$ cat src/rtl/lb_pkg.sv
// lb_pkg: definitions shared by the task batcher and the load balancer.
//   TASK_W         width of the task mask handed to the balancer
//   batch_state_e  batcher control states
//   LB_THRESH      per-server count at which trigger/overload are raised
package lb_pkg;

   localparam int unsigned TASK_W = 8;

   typedef enum logic [1:0] {
      IDLE,
      COLLECT,
      STALL,
      EMIT
   } batch_state_e;

   localparam logic [3:0] LB_THRESH = 4'd3;

endpackage

$ cat src/rtl/task_mask_gen.sv
// task_mask_gen: combinational count -> thermometer mask, mask = (1 << n) - 1.
//   count_i  in   CW      number of low bits to set (0..TASK_W)
//   mask_o   out  TASK_W  bits [count_i-1:0] set, the rest clear
module task_mask_gen
   import lb_pkg::*;
#(
   parameter int unsigned CW = $clog2(TASK_W + 1)
) (
   input  logic [CW-1:0]     count_i,
   output logic [TASK_W-1:0] mask_o
);

   always_comb begin
      mask_o = '0;
      for (int unsigned i = 0; i < TASK_W; i++) begin
         if (i < 32'(count_i)) mask_o[i] = 1'b1;
      end
   end

endmodule

$ cat src/rtl/task_batcher.sv
// task_batcher: accepts single task requests, holds them as a pending count and
// emits them to the load balancer as a thermometer mask. The batch size shrinks
// while trigger is high; emission is held while overload is high.
//   clk          in   1       rising-edge clock
//   reset        in   1       synchronous active-high reset
//   req_valid    in   1       task request offered
//   req_ready    out  1       request accepted when req_valid & req_ready
//   trigger      in   1       throttle batch size to THROTTLE_MAX
//   overload     in   1       hold emission
//   tasks        out  TASK_W  thermometer mask of emitted tasks, 0 when idle
//   tasks_valid  out  1       high exactly when tasks != 0
//   pending      out  PW      tasks held but not yet emitted
//   batches      out  8       emitted-batch counter, wraps
module task_batcher
   import lb_pkg::*;
#(
   parameter int unsigned DEPTH        = 16,
   parameter int unsigned BATCH_MAX    = 8,
   parameter int unsigned THROTTLE_MAX = 2,
   parameter int unsigned WINDOW       = 4,
   parameter int unsigned PW           = $clog2(DEPTH + 1)
) (
   input  logic              clk,
   input  logic              reset,
   input  logic              req_valid,
   output logic              req_ready,
   input  logic              trigger,
   input  logic              overload,
   output logic [TASK_W-1:0] tasks,
   output logic              tasks_valid,
   output logic [PW-1:0]     pending,
   output logic [7:0]        batches
);

   localparam int unsigned CW  = $clog2(TASK_W + 1);
   localparam int unsigned MW  = (PW > CW) ? PW : CW;
   localparam int unsigned WCW = (WINDOW > 1) ? $clog2(WINDOW) : 1;

   batch_state_e      state_q, state_d;
   logic [PW-1:0]     pending_q, pending_d;
   logic [WCW-1:0]    wcnt_q, wcnt_d;
   logic [TASK_W-1:0] tasks_q;
   logic              tv_q;
   logic [7:0]        batches_q;

   logic              accept;
   logic              fire;
   logic              full_batch;
   logic [CW-1:0]     limit;
   logic [CW-1:0]     n_avail;
   logic [CW-1:0]     n_emit;
   logic [TASK_W-1:0] mask;

   assign req_ready   = (pending_q < PW'(DEPTH));
   assign tasks       = tasks_q;
   assign tasks_valid = tv_q;
   assign pending     = pending_q;
   assign batches     = batches_q;

   task_mask_gen #(.CW(CW)) u_mask (
      .count_i (n_emit),
      .mask_o  (mask)
   );

   always_comb begin
      accept     = req_valid & req_ready;
      limit      = trigger ? CW'(THROTTLE_MAX) : CW'(BATCH_MAX);
      // Compare at a common width so tiny DEPTH values cannot truncate the limit.
      full_batch = (MW'(pending_q) >= MW'(limit));
      n_avail    = full_batch ? limit : CW'(pending_q);
      fire       = full_batch || (wcnt_q == WCW'(WINDOW - 1));

      state_d = state_q;
      wcnt_d  = wcnt_q;
      n_emit  = '0;

      unique case (state_q)
         IDLE: begin
            if (accept) begin
               state_d = COLLECT;
               wcnt_d  = '0;
            end
         end
         COLLECT: begin
            if (fire) begin
               if (overload) begin
                  state_d = STALL;
               end else begin
                  state_d = EMIT;
                  n_emit  = n_avail;
               end
            end else begin
               wcnt_d = wcnt_q + WCW'(1);
            end
         end
         STALL: begin
            if (!overload) begin
               state_d = EMIT;
               n_emit  = n_avail;
            end
         end
         EMIT: begin
            // The pulse is already registered; only the follow-on state is decided here.
            state_d = ((pending_q != '0) || accept) ? COLLECT : IDLE;
            wcnt_d  = '0;
         end
      endcase

      pending_d = pending_q + PW'(accept) - PW'(n_emit);
   end

   always_ff @(posedge clk) begin
      if (reset) begin
         state_q   <= IDLE;
         pending_q <= '0;
         wcnt_q    <= '0;
         tasks_q   <= '0;
         tv_q      <= 1'b0;
         batches_q <= '0;
      end else begin
         state_q   <= state_d;
         pending_q <= pending_d;
         wcnt_q    <= wcnt_d;
         tasks_q   <= mask;
         tv_q      <= (n_emit != '0);
         if (n_emit != '0) batches_q <= batches_q + 8'd1;
      end
   end

endmodule

$ cat config.mk
export PLATFORM = sky130hd
export DESIGN_NAME = task_batcher
export DESIGN_NICKNAME = d
export VERILOG_FILES = /design/src/rtl/lb_pkg.sv /design/src/rtl/task_mask_gen.sv /design/src/rtl/task_batcher.sv
export SDC_FILE = /design/constraint.sdc
export NUM_CORES = 1
export LEC_CHECK = 0
export ABC_AREA = 1
export ABC_CLOCK_PERIOD_IN_PS = 6600
export BUFFER_PORTS_ARGS = -buffer_cell sky130_fd_sc_hd__buf_2
export CAP_MARGIN = 20
export CORE_AREA = 2 2 45 68
export DETAILED_ROUTE_END_ITERATION = 10
export DIE_AREA = 0 0 47 70
export PLACE_DENSITY = 0.86
export SYNTH_ARGS = -nofsm -noshare
export SYNTH_HDL_FRONTEND = slang
export SYNTH_SLANG_ARGS = --single-unit
$ cat constraint.sdc
create_clock -name clk -period 6.6 [get_ports clk]
set_input_delay 0.33 -clock clk [delete_from_list [all_inputs] [get_ports clk]]
set_output_delay 0.33 -clock clk [all_outputs]
set_load 0.02 [all_outputs]
==> run_results.csv, run 1 <==
group,metric,value,unit
finish,regArea,500,um^2
sta,holdWs,0.418,ns
setup_path,cp_data_required_time,6.75,ns
placement,post_dp_cell_area,1710,um^2
power_and_ir_drop,max-vdd-ir-drop,0.000230,V
logic_synthesis,synth-seq-cells,25,
drt,vias,1328,
floorplan,rows,24,
logic_synthesis,yosysWarningCount,0,
finish,multi_input_area,911,um^2
finish,final_layout_size_suffix_gt1_share,23.5,%
min_path,hp-class,"in -> reg",
sta,hold_viol,0,
cts,clk_pin_slew,0.08,ns
setup_path,crit_type,"reg -> reg",
drt,ant_nets,0,
floorplan,core_area,2760,um^2
floorplan,die_area,3290,um^2
global_route,grt_pass1_wl,4730,um
sta,worst_slew_pin_slew,0.550,ns
cts,htree_levels,1,
sta,period_share,46.0,%
placement,pre_cts_ws,3.54,ns
global_route,antenna_found_initial,0,
sta,fmax,329,MHz
status,run_status,"finished, final reports clean",
sta,rsz0062_at_grt,"no",
sta,relSlewSlack,63.4,%
setup_path,arrival,3.18,ns
min_path,min_path_cells,2,
setup_path,r2r_cells,18,
finish,fill_cells,259,
sta,maxSlewViolCount,0,
logic_synthesis,netlist_instances,198,
finish,stdcell_area,1750,um^2
cts,clockBufferDepth,2,
min_path,min-delay-start,"reset",
power_and_ir_drop,p_sw,312,uW
drt,wirelength,2780,um
power_and_ir_drop,power.density,382,nW/um^2
power_and_ir_drop,cellLeakagePower,0.000882,uW
sta,worst_clock_skew,0.00635,ns
logic_synthesis,synthArstFlopShare,0,%
cts,cts_tree,"yes",
logic_synthesis,synth_nets,220,
global_route,grt_overflow,0,
setup_path,critPathMaxFanout,4,
cts,clk_latency,0.26,ns
min_path,min_to,"pending[1]$_SDFF_PP0_",
global_route,grt_max_degree,16,
sta,setup-tns-final,0,ns
logic_synthesis,ys_types,28,
drt,wl_per_cell,10.5,um
floorplan,die_w,47,um
floorplan,start_util,56.2,%
power_and_ir_drop,pwr-share-clk,13.0,%
setup_path,cp_slowest_stage_delay,0.40,ns
drt,avgViaCountPerCell,5.01,
cts,cts_buffers,3,
cts,ctsResizeCount,0,
setup_path,start_kind,"flip-flop",
setup_path,reg2reg_from,"pending[1]$_SDFF_PP0_",
finish,final_nets,249,
cts,cts.sinks,25,
setup_path,critical-path-slowest-cell,"fa_1",
cts,holdBufCountCts,0,
setup_path,cp_cell_sequence,"inv_1 -> ha_1 -> nand2_1 -> nor2_4 -> nor2_8 -> nand2_2 -> nor2_2 -> nand2_1 -> nor2_1 -> inv_1 -> nand2_1 -> ha_1 -> inv_1 -> fa_1 -> nor3_1 -> a211oi_1 -> o21ai_0 -> a21oi_1",
power_and_ir_drop,p_seq_share,31.1,%
sta,fin_crit,3.04,ns
power_and_ir_drop,pwr-share-comb,55.9,%
placement,numPortBuffers,27,
cts,clock-root-buffer,"clkbuf_8",
finish,final_cells,265,
power_and_ir_drop,intPower,357,uW
setup_path,reg2reg_setup_slack,3.56,ns
power_and_ir_drop,swShare,46.7,%
logic_synthesis,syn_avg_cell_area,7.85,um^2
finish,syn_to_final_growth,12.8,%
placement,dp.cells,261,
placement,dp.final_hpwl,2230,um
global_route,grt_pass1_vias,1178,
setup_path,cp-end-kind,"flip-flop",
drt,drt_first_pass_iters,4,
logic_synthesis,ys.flop_type,"dfxtp_1",
drt,drt_iter0_markers,22,
floorplan,pin_count,28,
logic_synthesis,synth_edf_count,0,
flow_run,cap_violations,0,
logic_synthesis,syn-cell-area,1550,um^2
cts,post_cts.repair.setup_buffers,0,
setup_path,worstReg2RegEnd,"pending[4]$_SDFF_PP0_",
drt,drcViolationCount,0,
sta,setup_ws,3.56,ns
sta,setup_viol,0,
finish,antenna_cells,0,
placement,gp_congestion,0.879,
floorplan,die_height,70,um
global_route,grt.total_usage,18.9,%
logic_synthesis,synth_seq_area_share,32.2,%
==> state kept, by name (all words and copies together) (netlist names) <==
name     flops
batches      8
wcnt_q       2
state_q      2
tasks        8
pending      5
==> worst max-delay path by stage <==
stage	start	to	slack [ns]
CTS	pending[1]$_SDFF_PP0_	pending[4]$_SDFF_PP0_	3.56
floorplan	pending[1]$_SDFF_PP0_	pending[4]$_SDFF_PP0_	3.70
detailed placement	trigger	pending[4]$_SDFF_PP0_	3.54
finish	pending[1]$_SDFF_PP0_	pending[4]$_SDFF_PP0_	3.56
global placement	trigger	pending[4]$_SDFF_PP0_	3.65
global route	pending[1]$_SDFF_PP0_	pending[4]$_SDFF_PP0_	3.21
==> kinds of logic after synthesis <==
group / synth area share, %
adder cells (fa/ha/maj): 14.2
XOR/XNOR: 3.95
AND/OR/NAND/NOR: 28.0
flip-flops: 32.2
AO/OA/AOI/OAI: 12.5
buffers and inverters: 9.18
==> cells in the final DEF (no fill, tap or decap), types with 4 or more instances in the layout <==
cell type,instances
inv_1,27
nand2_1,27
buf_2,27
dfxtp_1,25
nor2_1,20
a21oi_1,19
ha_1,16
nand3_1,13
o21ai_0,8
nand2_4,5
xor2_1,5
nor2_2,4
==> power groups by stage <==
stage | sequential, uW | clock (uW) | combinational [uW]
2_1_floorplan | 231 | 0 | 283
3_3_place_gp | 212 | 0 | 368
3_5_place_dp | 212 | 0 | 372
4_1_cts | 208 | 88.6 | 375
5_1_grt | 213 | 94.8 | 428
6_report | 208 | 86.9 | 374
==> critical path: cells and delay by family (launching register included) <==
| kind | cells | cell delay, ns |
|---|---|---|
| simple gates | 9 | 1.13 |
| compound gates | 3 | 0.29 |
| buf+inv | 3 | 0.24 |
| fa+ha+maj | 3 | 0.85 |
| flops | 1 | 0.39 |
==> cell type report <==
type / count / share of cell area [%]
sequential: 25 / 28.6
clock buffer: 4 / 2.57
multi-input combinational: 140 / 52.0
inverter: 30 / 6.42
tap: 39 / 2.78
timing repair buffer: 27 / 7.71
==> synthesized netlist by cell type (2+ instances only) <==
library cell / instances / area share, %
inv_1: 27 / 6.5
nand2_1: 27 / 6.5
dfxtp_1: 25 / 32
nor2_1: 20 / 4.8
a21oi_1: 19 / 6.1
ha_1: 16 / 13
nand3_1: 13 / 4.2
o21ai_0: 8 / 2.6
nand2_4: 5 / 3.6
xor2_1: 5 / 2.8
nor2_2: 4 / 1.6
inv_2: 3 / 0.72
nand2_2: 3 / 1.2
nand4_1: 3 / 1.2
nor3_1: 3 / 0.97
a21oi_2: 2 / 1.1
buf_6: 2 / 1.4
nor2_4: 2 / 1.4
xnor2_1: 2 / 1.1
==> per-layer routing <==
metal	GRT usage, %	part of all wire, %	vias up
li1	-	-	698
met1	22.4	43	589
met2	32.6	51	35
met3	1.81	3.7	6
met4	8.02	2.2	0
met5	0	0	-
==> per-stage QoR <==
stage / total power [uW] / utilization, %
final: 669 / 63.5
after global placement: 579 / 61.8
after detailed placement: 584 / 61.8
after floorplan: 513 / -
after global routing: 736 / 63.5
after CTS: 672 / 63.5
(Power assumes the default switching activity.)
==> run 2: changes to the inputs <==
- ABC_AREA: 1 -> 0
- ABC_CLOCK_PERIOD_IN_PS: 6600 -> 3100
- CORE_AREA: 2 2 45 68 -> 2 2 46 70
- DIE_AREA: 0 0 47 70 -> 0 0 48 72
- PLACE_DENSITY: 0.86 -> 0.8
- clock period: 6.6 -> 3.1 ns (I/O delays scaled with it)
==> run 2 against run 1 <==
Effect of this change: register-to-register slack worse by 3.3 ns; non-clock buffer count is 4 higher; first-iteration DRC count is 18% higher; setup slack worse by 3.3 ns; cell count is 11% lower; via count is 5.6% higher; critical path type unchanged; largest power group unchanged.
==> run_results.csv, run 2 <==
group,metric,value,unit
global_route,grt_overflow,0,
floorplan,core_area,2850,um^2
power_and_ir_drop,swShare,45.0,%
cts,clock-root-buffer,"clkbuf_8",
drt,drt_iter0_markers,26,
drt,wl_per_cell,15.6,um
cts,post_cts.repair.setup_buffers,0,
sta,maxSlewViolCount,0,
power_and_ir_drop,cellLeakagePower,0.000799,uW
min_path,hp-class,"in -> reg",
setup_path,startpoint,"pending[1]$_SDFF_PP0_",
sta,rsz0062_at_grt,"no",
sta,setup-tns-final,0,ns
sta,setup_viol,0,
floorplan,rows,24,
sta,fin_crit,2.88,ns
sta,period_share,93.0,%
drt,drcViolationCount,0,
floorplan,die_area,3460,um^2
logic_synthesis,synth-seq-cells,25,
global_route,grt_max_degree,22,
logic_synthesis,syn-cell-area,1490,um^2
setup_path,start_kind,"flip-flop",
floorplan,start_util,52.2,%
power_and_ir_drop,pwr-share-comb,56.8,%
finish,layout.cells.most_common,"buf_2",
drt,vias,1403,
logic_synthesis,syn_avg_cell_area,8.92,um^2
cts,clk_latency,0.27,ns
min_path,min-delay-start,"reset",
logic_synthesis,yosys.area.top_type_share,33.6,%
sta,worst_slew_pin_slew,0.457,ns
finish,antenna_cells,0,
finish,regArea,500,um^2
placement,numPortBuffers,27,
drt,ant_nets,0,
setup_path,cp_data_required_time,3.26,ns
floorplan,die_height,72,um
cts,cts_buffers,3,
global_route,grt.total_usage,23.1,%
power_and_ir_drop,pwr-share-clk,13.7,%
power_and_ir_drop,intPower,797,uW
sta,worst_clock_skew,0.00421,ns
cts,htree_levels,1,
power_and_ir_drop,power.density,829,nW/um^2
finish,most-common-layout-cells,"27 x buf_2, 25 x dfxtp_1, 19 x nor2_1",
global_route,grt_pass1_vias,1389,
placement,gp_congestion,0.838,
sta,relSlewSlack,69.3,%
setup_path,crit_type,"reg -> reg",
drt,wirelength,3670,um
sta,fmax,347,MHz
finish,multi_input_area,931,um^2
global_route,antenna_found_initial,0,
drt,avgViaCountPerCell,5.94,
status,run_status,"finished, final reports clean",
logic_synthesis,synth_seq_area_share,33.6,%
floorplan,pin_count,28,
setup_path,critPathMaxFanout,5,
power_and_ir_drop,max-vdd-ir-drop,0.000509,V
setup_path,reg2reg_from,"pending[1]$_SDFF_PP0_",
logic_synthesis,yosysMostFrequentCell,"dfxtp_1",
logic_synthesis,synthTopCellsByArea,"dfxtp_1 34%, ha_1 13%, nor2_1 4.8%",
finish,final_nets,220,
finish,syn_to_final_growth,17.2,%
logic_synthesis,synth_nets,189,
logic_synthesis,synthArstFlopShare,0,%
finish,fill_cells,253,
logic_synthesis,synth_top_area_cell,"dfxtp_1",
cts,cts_tree,"yes",
finish,final_layout_size_suffix_gt1_share,23.9,%
cts,ctsResizeCount,0,
setup_path,cp-end-kind,"flip-flop",
sta,hold_viol,0,
power_and_ir_drop,p_seq_share,29.5,%
sta,holdWs,0.270,ns
logic_synthesis,synthTopCellsByCount,"25 x dfxtp_1, 19 x nor2_1, 16 x ha_1",
logic_synthesis,ys.flop_type,"dfxtp_1",
cts,clk_pin_slew,0.09,ns
logic_synthesis,ys_types,46,
cts,holdBufCountCts,0,
power_and_ir_drop,p_sw,651,uW
drt,drt_first_pass_iters,4,
logic_synthesis,synth_edf_count,0,
floorplan,die_w,48,um
placement,dp.final_hpwl,2810,um
flow_run,cap_violations,0,
global_route,grt_pass1_wl,5780,um
logic_synthesis,netlist_instances,167,
setup_path,arrival,3.04,ns
cts,clockBufferDepth,2,
logic_synthesis,yosysWarningCount,0,
cts,cts.sinks,25,
run 2: cell families after synthesis:
| group | share of synthesized area (%) |
|---|---|
| fa+ha+maj | 14.8 |
| flops | 33.6 |
| mux | 2.85 |
| xor+xnor | 4.11 |
| buf+inv | 5.21 |
| compound gates | 19.4 |
| simple gates | 20.1 |
run 2: final cells by class:
class	instances	share of cell area, %
Multi-Input combinational cell	123	53.3
Sequential cell	25	28.7
Timing Repair Buffer	31	9.46
Inverter	14	3.01
Tap cell	39	2.79
Clock buffer	3	2.36
Clock inverter	1	0.430
run 2: critical path, stage by stage, from the launching register on:
cell	delay [ns]
dfxtp_1	0.35
inv_1	0.05
ha_1	0.27
nor2b_4	0.18
o21a_4	0.18
o31a_1	0.20
o21ai_1	0.10
a21o_1	0.17
ha_1	0.30
inv_1	0.06
fa_1	0.45
inv_1	0.08
a21o_1	0.10
a21oi_1	0.07
xnor2_1	0.16
nor2_1	0.05
run 2: worst paths after layout:
| kind | end | slack [ns] | cells after the start |
|---|---|---|---|
| setup / recovery | pending[4]$_SDFF_PP0_ | 0.22 | 15 |
| hold reg to reg | batches[5]$_SDFFE_PP0P_ | 0.51 | 2 |
| hold / removal | tasks[0]$_SDFF_PP0_ | 0.27 | 2 |
| setup reg to reg | pending[4]$_SDFF_PP0_ | 0.22 | 15 |
run 2: power groups by stage:
| stage | registers (uW) | logic [uW] | clock network [uW] |
|---|---|---|---|
| 2_1_floorplan | 470 | 545 | 0 |
| 3_3_place_gp | 424 | 742 | 0 |
| 3_5_place_dp | 430 | 784 | 0 |
| 4_1_cts | 422 | 794 | 200 |
| 5_1_grt | 432 | 906 | 213 |
| 6_report | 426 | 822 | 199 |
run 2: metal layers:
layer	wire length, um	GRT usage, %	up-vias
met5	0	0	-
met4	188	15.9	0
met3	124	1.99	17
met2	2080	42.2	66
met1	1280	22.0	670
li1	-	-	650
run 2: metrics by stage:
step	cell area, um^2	setup slack (ns)	total power (uW)	std cells	util, %
3_3_place_gp	1680	0.282	1170	232	58.9
4_1_cts	1730	0.0613	1420	236	60.6
2_1_floorplan	1490	0.0739	1020	167	-
5_1_grt	1750	0.0115	1550	236	61.2
3_5_place_dp	1680	0.142	1210	232	58.9
6_report	1750	0.217	1450	236	61.2
==> run 3: changes to the inputs <==
- BUFFER_PORTS_ARGS: -buffer_cell sky130_fd_sc_hd__buf_2 -> not set
- CORE_AREA: 2 2 46 70 -> 2 2 44 67
- DIE_AREA: 0 0 48 72 -> 0 0 46 69
- DONT_BUFFER_PORTS: not set -> 1
- PLACE_DENSITY: 0.8 -> 0.77
==> run 3 against run 2 <==
Effect of this change: first-iteration DRC count is 120% higher; clock power about the same; critical path depth down 3; clock skew down 0.0023 ns; via count shrank 11%; worst hold slack worse by 0.23 ns; critical endpoint unchanged; fmax up 0.85%; non-clock buffer count is 26 lower.
==> run_results.csv, run 3 (same netlist as run 2, synthesis figures left out) <==
group,metric,value,unit
status,run_status,"finished, final reports clean",
power_and_ir_drop,cellLeakagePower,0.000667,uW
placement,numPortBuffers,0,
cts,htree_levels,1,
finish,layout.cells.most_common,"dfxtp_1",
sta,fin_crit,2.86,ns
setup_path,cp_slowest_stage_delay,0.61,ns
sta,fmax,350,MHz
cts,clockBufferDepth,2,
sta,period_share,92.2,%
drt,ant_nets,0,
setup_path,startpoint,"pending[4]$_SDFF_PP0_",
setup_path,start_kind,"flip-flop",
sta,worst_clock_skew,0.00193,ns
placement,gp_congestion,0.948,
drt,drcViolationCount,0,
drt,wirelength,3230,um
global_route,grt_overflow,0,
cts,clock-root-buffer,"clkbuf_8",
floorplan,rows,23,
finish,antenna_cells,0,
setup_path,cp_cell_sequence,"or2_1 -> o31a_1 -> o21ai_1 -> a21o_1 -> ha_1 -> inv_1 -> fa_1 -> inv_1 -> a21o_1 -> a21oi_1 -> xnor2_1 -> nor2_1",
drt,wl_per_cell,16.5,um
finish,final_nets,194,
placement,dp.final_hpwl,2460,um
floorplan,die_height,69,um
finish,syn_to_final_growth,8.14,%
floorplan,start_util,57.5,%
global_route,grt.total_usage,22.7,%
min_path,hp-class,"in -> reg",
flow_run,cap_violations,0,
floorplan,die_area,3170,um^2
floorplan,core_area,2590,um^2
sta,setup_viol,0,
sta,worst_slew_pin_slew,0.623,ns
sta,rsz0062_at_grt,"no",
setup_path,critPathMaxFanout,8,
global_route,grt_pass1_vias,1239,
setup_path,critical-path-slowest-cell,"dfxtp_1",
cts,cts.sinks,25,
sta,maxSlewViolCount,0,
sta,holdWs,0.0376,ns
sta,hold_viol,0,
cts,clk_pin_slew,0.09,ns
drt,drt_iter0_markers,57,
setup_path,cp_data_required_time,3.25,ns
global_route,grt_max_degree,16,
global_route,antenna_found_initial,0,
cts,clk_latency,0.28,ns
power_and_ir_drop,max-vdd-ir-drop,0.000508,V
setup_path,crit_type,"reg -> reg",
sta,relSlewSlack,58.3,%
setup_path,arrival,3.01,ns
finish,most-common-layout-cells,"25 x dfxtp_1, 19 x nor2_1, 15 x ha_1",
power_and_ir_drop,power.density,877,nW/um^2
cts,cts_tree,"yes",
finish,final_layout_size_suffix_gt1_share,12.9,%
drt,vias,1252,
sta,setup-tns-final,0,ns
drt,avgViaCountPerCell,6.39,
drt,drt_first_pass_iters,5,
floorplan,pin_count,28,
setup_path,reg2reg_from,"pending[4]$_SDFF_PP0_",
global_route,grt_pass1_wl,5440,um
cts,cts_buffers,3,
cts,post_cts.repair.setup_buffers,0,
min_path,min-delay-start,"reset",
setup_path,cp-end-kind,"flip-flop",
floorplan,die_w,46,um
-- run 3: changes by cell type in the layout (fill, tap and decap cells not counted) --
cell	before	now
ha_1	16	15
nor2_4	1	0
nor3_4	0	1
nor3_2	1	0
ha_2	0	1
dlygate4sd3_1	0	1
buf_2	27	0
nor2_2	0	1
o21ai_1	6	5
o21ai_2	1	2
-- run 3: area by class of cell --
class                   instances  area [um^2]
well taps                      25         31.3
flip-flops and latches         25          500
clock inverters                 1         7.51
repair buffers                  5         40.0
clock buffers                   3         41.3
inverters                      14         52.6
fillers                       220          978
multi-input cells             123          938
-- run 3: through the flow --
step                cells  instance area [um^2]  total power, uW  util [%]  setup WS [ns]
floorplan             167                  1490             1020         -         0.0739
global placement      191                  1530             1140      58.9          0.359
detailed placement    191                  1530             1170      58.9          0.239
CTS                   196                  1590             1380      61.2          0.195
global route          196                  1610             1520      62.2         0.0148
finish                196                  1610             1410      62.2          0.242
-- run 3: worst max-delay path: cells and delay by family, from the launching register on --
| kind | cells | cell delay (ns) |
|---|---|---|
| compound gates | 5 | 0.71 |
| xor+xnor | 1 | 0.17 |
| flops | 1 | 0.61 |
| buf+inv | 2 | 0.13 |
| simple gates | 2 | 0.40 |
| fa+ha+maj | 2 | 0.74 |
-- run 3: power breakdown --
group	internal [uW]	leakage (uW)	switching (uW)
sequential	372	0.000203	81.2
clock	91.6	0.0000217	109
combinational	312	0.000442	448
-- run 3: worst paths after layout --
kind / slack (ns) / endpoint / depth (start not counted)
setup / recovery: 0.24 / pending[4]$_SDFF_PP0_ / 12
hold / removal: 0.04 / batches[5]$_SDFFE_PP0P_ / 3
setup reg to reg: 0.24 / pending[4]$_SDFF_PP0_ / 12
hold reg to reg: 0.50 / wcnt_q[1]$_SDFFE_PP0P_ / 2
-- run 3: timing repair --
action                                  4_1_cts  5_1_grt
endpoints found under the setup margin        0        1
endpoints found under the hold margin        15        0
hold buffers                                  1        0
resized for setup                             0        6
-- run 3: metal layers --
layer	part of all wire, %	GRT usage (%)	up-vias
met2	55	40.4	46
met5	0	0	-
met1	36	22.3	597
met4	3.5	11.7	0
met3	6.2	5.24	12
li1	-	-	597
